## src/rtl/regfile_multiport_bypass.sv

```systemverilog
// -----------------------------------------------------------------------------
// regfile_multiport_bypass
//
// Multi-port integer register file with per-register pending scoreboard.
// Register 0 has no storage and always reads as zero. Every read port sees
// same-cycle writes (write-first bypass). When two write ports hit the same
// register, the highest port index wins. Decode reserves registers, which sets
// their pending bits. Writeback clears them. A flush drops every pending bit.
//
// Ports
//   clk        in   rising-edge clock for all state
//   reset      in   asynchronous active-low reset: storage and scoreboard to 0
//   we         in   [NUM_WRITE]             per-port write enable
//   waddr      in   [NUM_WRITE*ADDR_WIDTH]  write address, port i at i*ADDR_WIDTH
//   wdata      in   [NUM_WRITE*DATA_WIDTH]  write data,    port i at i*DATA_WIDTH
//   raddr      in   [NUM_READ*ADDR_WIDTH]   read address per read port
//   rdata      out  [NUM_READ*DATA_WIDTH]   combinational bypassed read data
//   rpending   out  [NUM_READ]              pending bit of raddr, cleared by a
//                                           same-cycle write to that register
//   rsv_valid  in   [NUM_WRITE]             reserve request per port
//   rsv_addr   in   [NUM_WRITE*ADDR_WIDTH]  register to mark pending
//   flush      in   synchronous clear of all pending bits (reserves ignored)
//   busy_vec   out  [NUM_REGS]              raw registered pending vector
// -----------------------------------------------------------------------------
module regfile_multiport_bypass #(
  parameter int DATA_WIDTH = 32,
  parameter int NUM_REGS   = 32,
  parameter int NUM_READ   = 4,
  parameter int NUM_WRITE  = 2,
  parameter int ADDR_WIDTH = $clog2(NUM_REGS)
) (
  input  logic                            clk,
  input  logic                            reset,
  input  logic [NUM_WRITE-1:0]            we,
  input  logic [NUM_WRITE*ADDR_WIDTH-1:0] waddr,
  input  logic [NUM_WRITE*DATA_WIDTH-1:0] wdata,
  input  logic [NUM_READ*ADDR_WIDTH-1:0]  raddr,
  output logic [NUM_READ*DATA_WIDTH-1:0]  rdata,
  output logic [NUM_READ-1:0]             rpending,
  input  logic [NUM_WRITE-1:0]            rsv_valid,
  input  logic [NUM_WRITE*ADDR_WIDTH-1:0] rsv_addr,
  input  logic                            flush,
  output logic [NUM_REGS-1:0]             busy_vec
);

  // Unpacked views of the flattened port buses.
  logic [ADDR_WIDTH-1:0] waddr_a   [NUM_WRITE];
  logic [DATA_WIDTH-1:0] wdata_a   [NUM_WRITE];
  logic [ADDR_WIDTH-1:0] rsv_addr_a[NUM_WRITE];
  logic [ADDR_WIDTH-1:0] raddr_a   [NUM_READ];

  always_comb begin
    for (int i = 0; i < NUM_WRITE; i++) begin
      waddr_a[i]    = waddr[i*ADDR_WIDTH +: ADDR_WIDTH];
      wdata_a[i]    = wdata[i*DATA_WIDTH +: DATA_WIDTH];
      rsv_addr_a[i] = rsv_addr[i*ADDR_WIDTH +: ADDR_WIDTH];
    end
    for (int r = 0; r < NUM_READ; r++) begin
      raddr_a[r] = raddr[r*ADDR_WIDTH +: ADDR_WIDTH];
    end
  end

  // ---------------------------------------------------------------------------
  // Storage: registers 1..NUM_REGS-1 only. Index 0 has no flops.
  // ---------------------------------------------------------------------------
  logic [DATA_WIDTH-1:0] regs [1:NUM_REGS-1];

  // NOTE: this array is reset on purpose, because the architecture requires
  // every register to read 0 after reset. A plain RAM without reset would not
  // meet that, so this array maps to flops rather than a memory macro.
  always_ff @(posedge clk or negedge reset) begin
    if (!reset) begin
      for (int k = 1; k < NUM_REGS; k++) begin
        regs[k] <= '0;
      end
    end else begin
      for (int k = 1; k < NUM_REGS; k++) begin
        // NOTE: ports are scanned in ascending order with non-blocking
        // assignments. The last assignment in the scan takes effect, so the
        // highest-indexed port wins a collision without extra priority logic.
        for (int i = 0; i < NUM_WRITE; i++) begin
          if (we[i] && waddr_a[i] == ADDR_WIDTH'(k)) begin
            regs[k] <= wdata_a[i];
          end
        end
      end
    end
  end

  // ---------------------------------------------------------------------------
  // Pending scoreboard. Writes clear bits first, then reserves set them, so a
  // same-cycle set wins over a clear. A flush overrides both. Bit 0 stays 0.
  // ---------------------------------------------------------------------------
  logic [NUM_REGS-1:0] pending;
  logic [NUM_REGS-1:0] pending_next;

  // NOTE: every always_comb output gets a full default first. Without it, a
  // path that does not assign the variable would infer a latch.
  always_comb begin
    pending_next = pending;
    for (int i = 0; i < NUM_WRITE; i++) begin
      if (we[i]) pending_next[waddr_a[i]] = 1'b0;
    end
    if (flush) begin
      pending_next = '0;
    end else begin
      for (int i = 0; i < NUM_WRITE; i++) begin
        if (rsv_valid[i]) pending_next[rsv_addr_a[i]] = 1'b1;
      end
    end
    pending_next[0] = 1'b0;
  end

  always_ff @(posedge clk or negedge reset) begin
    if (!reset) pending <= '0;
    else        pending <= pending_next;
  end

  assign busy_vec = pending;

  // ---------------------------------------------------------------------------
  // Read ports: stored value, overridden by the highest matching write port.
  // Address 0 never matches, so a write to 0 is neither stored nor bypassed.
  // ---------------------------------------------------------------------------
  logic [DATA_WIDTH-1:0] rd_val [NUM_READ];
  logic                  rd_hit [NUM_READ];

  always_comb begin
    rdata    = '0;
    rpending = '0;
    for (int r = 0; r < NUM_READ; r++) begin
      rd_val[r] = '0;
      rd_hit[r] = 1'b0;
      if (raddr_a[r] != '0) begin
        rd_val[r] = regs[raddr_a[r]];
        for (int i = 0; i < NUM_WRITE; i++) begin
          if (we[i] && waddr_a[i] == raddr_a[r]) begin
            rd_val[r] = wdata_a[i];
            rd_hit[r] = 1'b1;
          end
        end
      end
      rdata[r*DATA_WIDTH +: DATA_WIDTH] = rd_val[r];
      rpending[r] = pending[raddr_a[r]] & ~rd_hit[r];
    end
  end

endmodule

```

## config.mk

```make
export PLATFORM = sky130hd
export DESIGN_NAME = regfile_multiport_bypass
export DESIGN_NICKNAME = d
export VERILOG_FILES = /design/src/rtl/regfile_multiport_bypass.sv
export SDC_FILE = /design/constraint.sdc
export NUM_CORES = 2
export LEC_CHECK = 0
export BUFFER_PORTS_ARGS = -buffer_cell sky130_fd_sc_hd__buf_2
export CELL_PAD_IN_SITES_DETAIL_PLACEMENT = 2
export CELL_PAD_IN_SITES_GLOBAL_PLACEMENT = 2
export CORE_MARGIN = 5
export CORE_UTILIZATION = 43
export DETAILED_ROUTE_END_ITERATION = 16
export GPL_ROUTABILITY_DRIVEN = 1
export PLACE_DENSITY_LB_ADDON = 0.3
export SLEW_MARGIN = 40
export SYNTH_ARGS = -nofsm -noshare
export SYNTH_HDL_FRONTEND = slang
export SYNTH_SLANG_ARGS = --single-unit
```

## constraint.sdc

```tcl
create_clock -name clk -period 4 [get_ports clk]
set_input_delay 0.8 -clock clk [delete_from_list [all_inputs] [get_ports clk]]
set_output_delay 0.8 -clock clk [all_outputs]
set_load 0.1 [all_outputs]
```

==> results.tsv, run 1 <==
metric	value	unit
GP Congestion	1.03	
CTS Buf Count	133	
Total Routing Usage GR	0.839	
die width	451	um
post-DP HPWL	361	mm
Synth area leader	dfrtp_1	
YS warnings	0	
CTS Sinks	1023	
Clock Path Buffers	3	
total gr overflow	267	
Post-Syn Area per Cell	10.5	um2
Async SR Flop Fraction	1.00	
Synth top cells by count	1,204 x mux2i_1, 1,023 x dfrtp_1, 865 x mux4_2	
most common cell in the netlist	mux2i_1	
main flop type after synthesis	dfrtp_1	
starting density of the core	0.433	
largest net degree at the start of global routing	139	
IO Port Bufs	273	
synthesized area	83500	um2
status	aborted with a tool error	
sequential fraction of the synthesis area	0.306	
Root Driver	clkbuf_16	
Err	[ERROR GRT-0232] Routing congestion too high. Check the congestion heatmap in the GUI.	
Synth top area share	0.306	
Fail Step	5_1_grt	
Synth area leaders	dfrtp_1 31%, mux4_2 23%, mux2i_1 14%	
synthesized netlist cell count	7958	
Post-synth EDFFs	0	
FF+latch count, synth	1023	
Ports	275	
FP Rows	161	
Cell variety after synth	55	
Die H	451	um
Syn Nets	8069	
Placed Instance Area	96300	um2
CTS HTree Levels	4	
==> cells by family after synthesis <==
logic type / share of synthesized area
xor gates and xnor gates: 0.00419
AOI/OAI and AO/OA: 0.132
buffers and inverters: 0.0538
other: 0.0000449
and+or+nand+nor: 0.0896
muxes: 0.414
DFF: 0.306
==> timing repair <==
| item | CTS |
|---|---|
| pin swaps | 84 |
| hold buffers | 1 |
| setup buffers | 82 |
| gates resized for setup | 559 |
| gates cloned | 19 |
| endpoints found under the hold margin | 33 |
| setup endpoints to repair | 125 |
==> layer usage <==
metal | global-route usage | overflow
met1 | 0.816 | 3
met2 | 0.936 | 117
met5 | 0.647 | 2
met4 | 0.833 | 140
met3 | 0.777 | 5
==> through the flow <==
step | instances | worst slack (ps)
4_1_cts | 11000 | -87.5
2_1_floorplan | 7958 | -497
3_3_place_gp | 10700 | -908
3_5_place_dp | 10700 | -775
==> run 2: changes to the inputs <==
CELL_PAD_IN_SITES_DETAIL_PLACEMENT = not set   (was 2)
CELL_PAD_IN_SITES_GLOBAL_PLACEMENT = not set   (was 2)
CORE_UTILIZATION = 32   (was 43)
PLACE_DENSITY_LB_ADDON = 0.15   (was 0.3)
==> run 2 against run 1 <==
  * The flow now finishes, with violations (negative setup slack)
  * Synthesized cell count unchanged
  * Area after synthesis stayed put
==> results.tsv, run 2 <==
metric	value	unit
main flop type after synthesis	dfrtp_1	
GR Util met2	0.514	
1st-iter DRT viols	11300	
final hold slack	380	ps
Compound-Gate Fraction of Synth Area	0.132	
Core Area	260000	um2
maximum vdd drop	0.490	mV
XOR/XNOR Fraction of Synth Area	0.00419	
commonest non-fill, non-tap cell in the layout	mux2i_1	
Lkg Pwr	45.1	nW
maximum clock rate	0.245	GHz
Synth top area share	0.306	
CTS Sinks	1023	
pwr/cell area	468	nW/um2
CTS tree	built	
most common cell in the netlist	mux2i_1	
die width	521	um
DRC viols	0	
post-DP HPWL	332	mm
layout cells sized above 1	0.378	
CP required	3200	ps
antenna violations before repair	13	
GP Congestion	0.992	
Total Routing Usage GR	0.347	
die area	271000	um2
Post-Synth Adder-Cell Area	0	
vias per inst	6.63	
Synth area leaders	dfrtp_1 31%, mux4_2 23%, mux2i_1 14%	
Die H	521	um
Cell variety after synth	55	
starting density of the core	0.322	
Post-synth EDFFs	0	
vias in the first global route	76500	
Routed Antenna Nets	0	
Post-Syn Area per Cell	10.5	um2
Final Setup Violations	41	
Ports	275	
Area Growth Syn to Fin	28.3	%
Worst Path Arrival	3290	ps
TNS Setup	-1150	ps
busiest grt layer	met2	
worst slew pin tran	974	ps
FF+latch count, synth	1023	
Final WS setup	-87.1	ps
Final #Nets	8626	
Async SR Flop Fraction	1.00	
Critical Path Sink Type	primary output	
clk slew on worst S/H paths	50	ps
post-route insts no fill	12000	
Synth top cells by count	1,204 x mux2i_1, 1,023 x dfrtp_1, 865 x mux4_2	
drt first pass iters	6	
met3 Usage GRT	0.102	
Final Max Slew Viols	0	
total gr overflow	0	
WL final	489	mm
Top reg by flops	regs	
max-cap viol count	0	
FP Rows	187	
WS Path Type	in2out	
Clock Path Buffers	3	
synthesized netlist cell count	7958	
status	finished, violations left	
mux contribution to synthesized area	0.414	
Relative slew margins	0.351	
fin crit period	4090	ps
global-route wire length before repair	662	mm
largest family of logic cells by synthesized area	multiplexers	
commonest non-fill, non-tap cells in the layout	1,201 x mux2i_1, 1,016 x dfrtp_1, 879 x buf_4	
sequential fraction of the synthesis area	0.306	
Post-Place Cells	11600	
RSZ-0062 raised after global routing	yes	
synthesized area	83500	um2
largest net degree at the start of global routing	108	
met1 usage	0.432	
IO Port Bufs	273	
Vias	79700	
Syn Nets	8069	
Final Cycle Share	1.02	
YS warnings	0	
WL per Instance	40.7	um
Fin. Hold Viols	0	
max FFs per register	992	
Fin Clk Skew	0	ps
Synth area leader	dfrtp_1	
crit start category	input port	
crit-path max FO	7	
simple-gate share of the synthesized area	0.0896	
CTS Buf Count	135	
HP Class	in2reg	
CTS HTree Levels	4	
Worst-Skew Late Latency	810	ps
power after layout	50.2	mW
Root Driver	clkbuf_16	
failing checks	negative setup slack	
run 2: path summary, 6_finish.rpt:
check | from | to | slack (ps) | cells past startpoint
worst max-delay path | raddr[11] | rdata[90] | -90 | 12
worst min-delay path | wdata[57] | regs[889] | 380 | 3
worst max register to register | busy_vec[24] | busy_vec[24] | 2940 | 4
worst min register to register | regs[627] | regs[627] | 630 | 2
max in group asynchronous | reset | regs[208] | 2200 | 3
min in group asynchronous | reset | regs[56] | 490 | 2
run 2: timing repair:
action                                  in CTS  in global routing
endpoints found under the setup margin     112                 96
gates cloned                                 9                 13
buffers inserted                            66                 54
gates resized for setup                    271                201
hold endpoints to repair                    35                  0
pin swaps                                   38                 57
hold buffers                                 1                  0
run 2: per-stage QoR:
step	setup WS, ps	area (um2)	util
finish	-87.1	107000	0.413
global route	-74.6	107000	0.413
CTS	-44.5	105000	0.406
detailed placement	-667	98800	0.380
global placement	-677	98700	0.380
floorplan	-497	84200	-
run 2: routing by layer:
layer / vias up / share of wire
met2: 5728 / 0.43
met4: 6 / 0.091
met1: 40800 / 0.37
li1: 31500 / -
met5: - / 0.000084
met3: 1621 / 0.11
run 2: cell type report:
cell class	count	area (um2)
Timing Repair Buffer	1475	16500
Clock inverter	38	372
Inverter	1	7.51
Multi-Input combinational cell	5879	56400
Antenna cell	14	35.0
Fill cell	24700	153000
Tap cell	3402	4260
Sequential cell	1023	25600
Clock buffer	198	4010
run 2: power by group:
| part | switching, mW | internal, mW |
|---|---|---|
| clock | 5.36 | 7.19 |
| sequential | 3.87 | 13.0 |
| combinational | 10.5 | 10.2 |
run 2: cells by family (layout without fill, tap and decap cells):
kind of cell | count (synthesis) | after routing
other | 1 | 15
multiplexers | 2341 | 2341
buffers and inverters | 1056 | 1712
AND/OR/NAND/NOR | 1687 | 1687
XOR/XNOR | 40 | 40
flip-flops | 1023 | 1023
AO/OA/AOI/OAI | 1810 | 1810
run 2: critical path: stages:
cell      delay [ps]
buf_8            130
buf_12           170
nor2b_4          270
buf_4            280
a221oi_1         140
nor3_1           160
a211oi_1          80
buf_4            180
or4_4            560
buf_12           150
o21ai_2           90
buf_12           220
(Power assumes the default switching activity.)
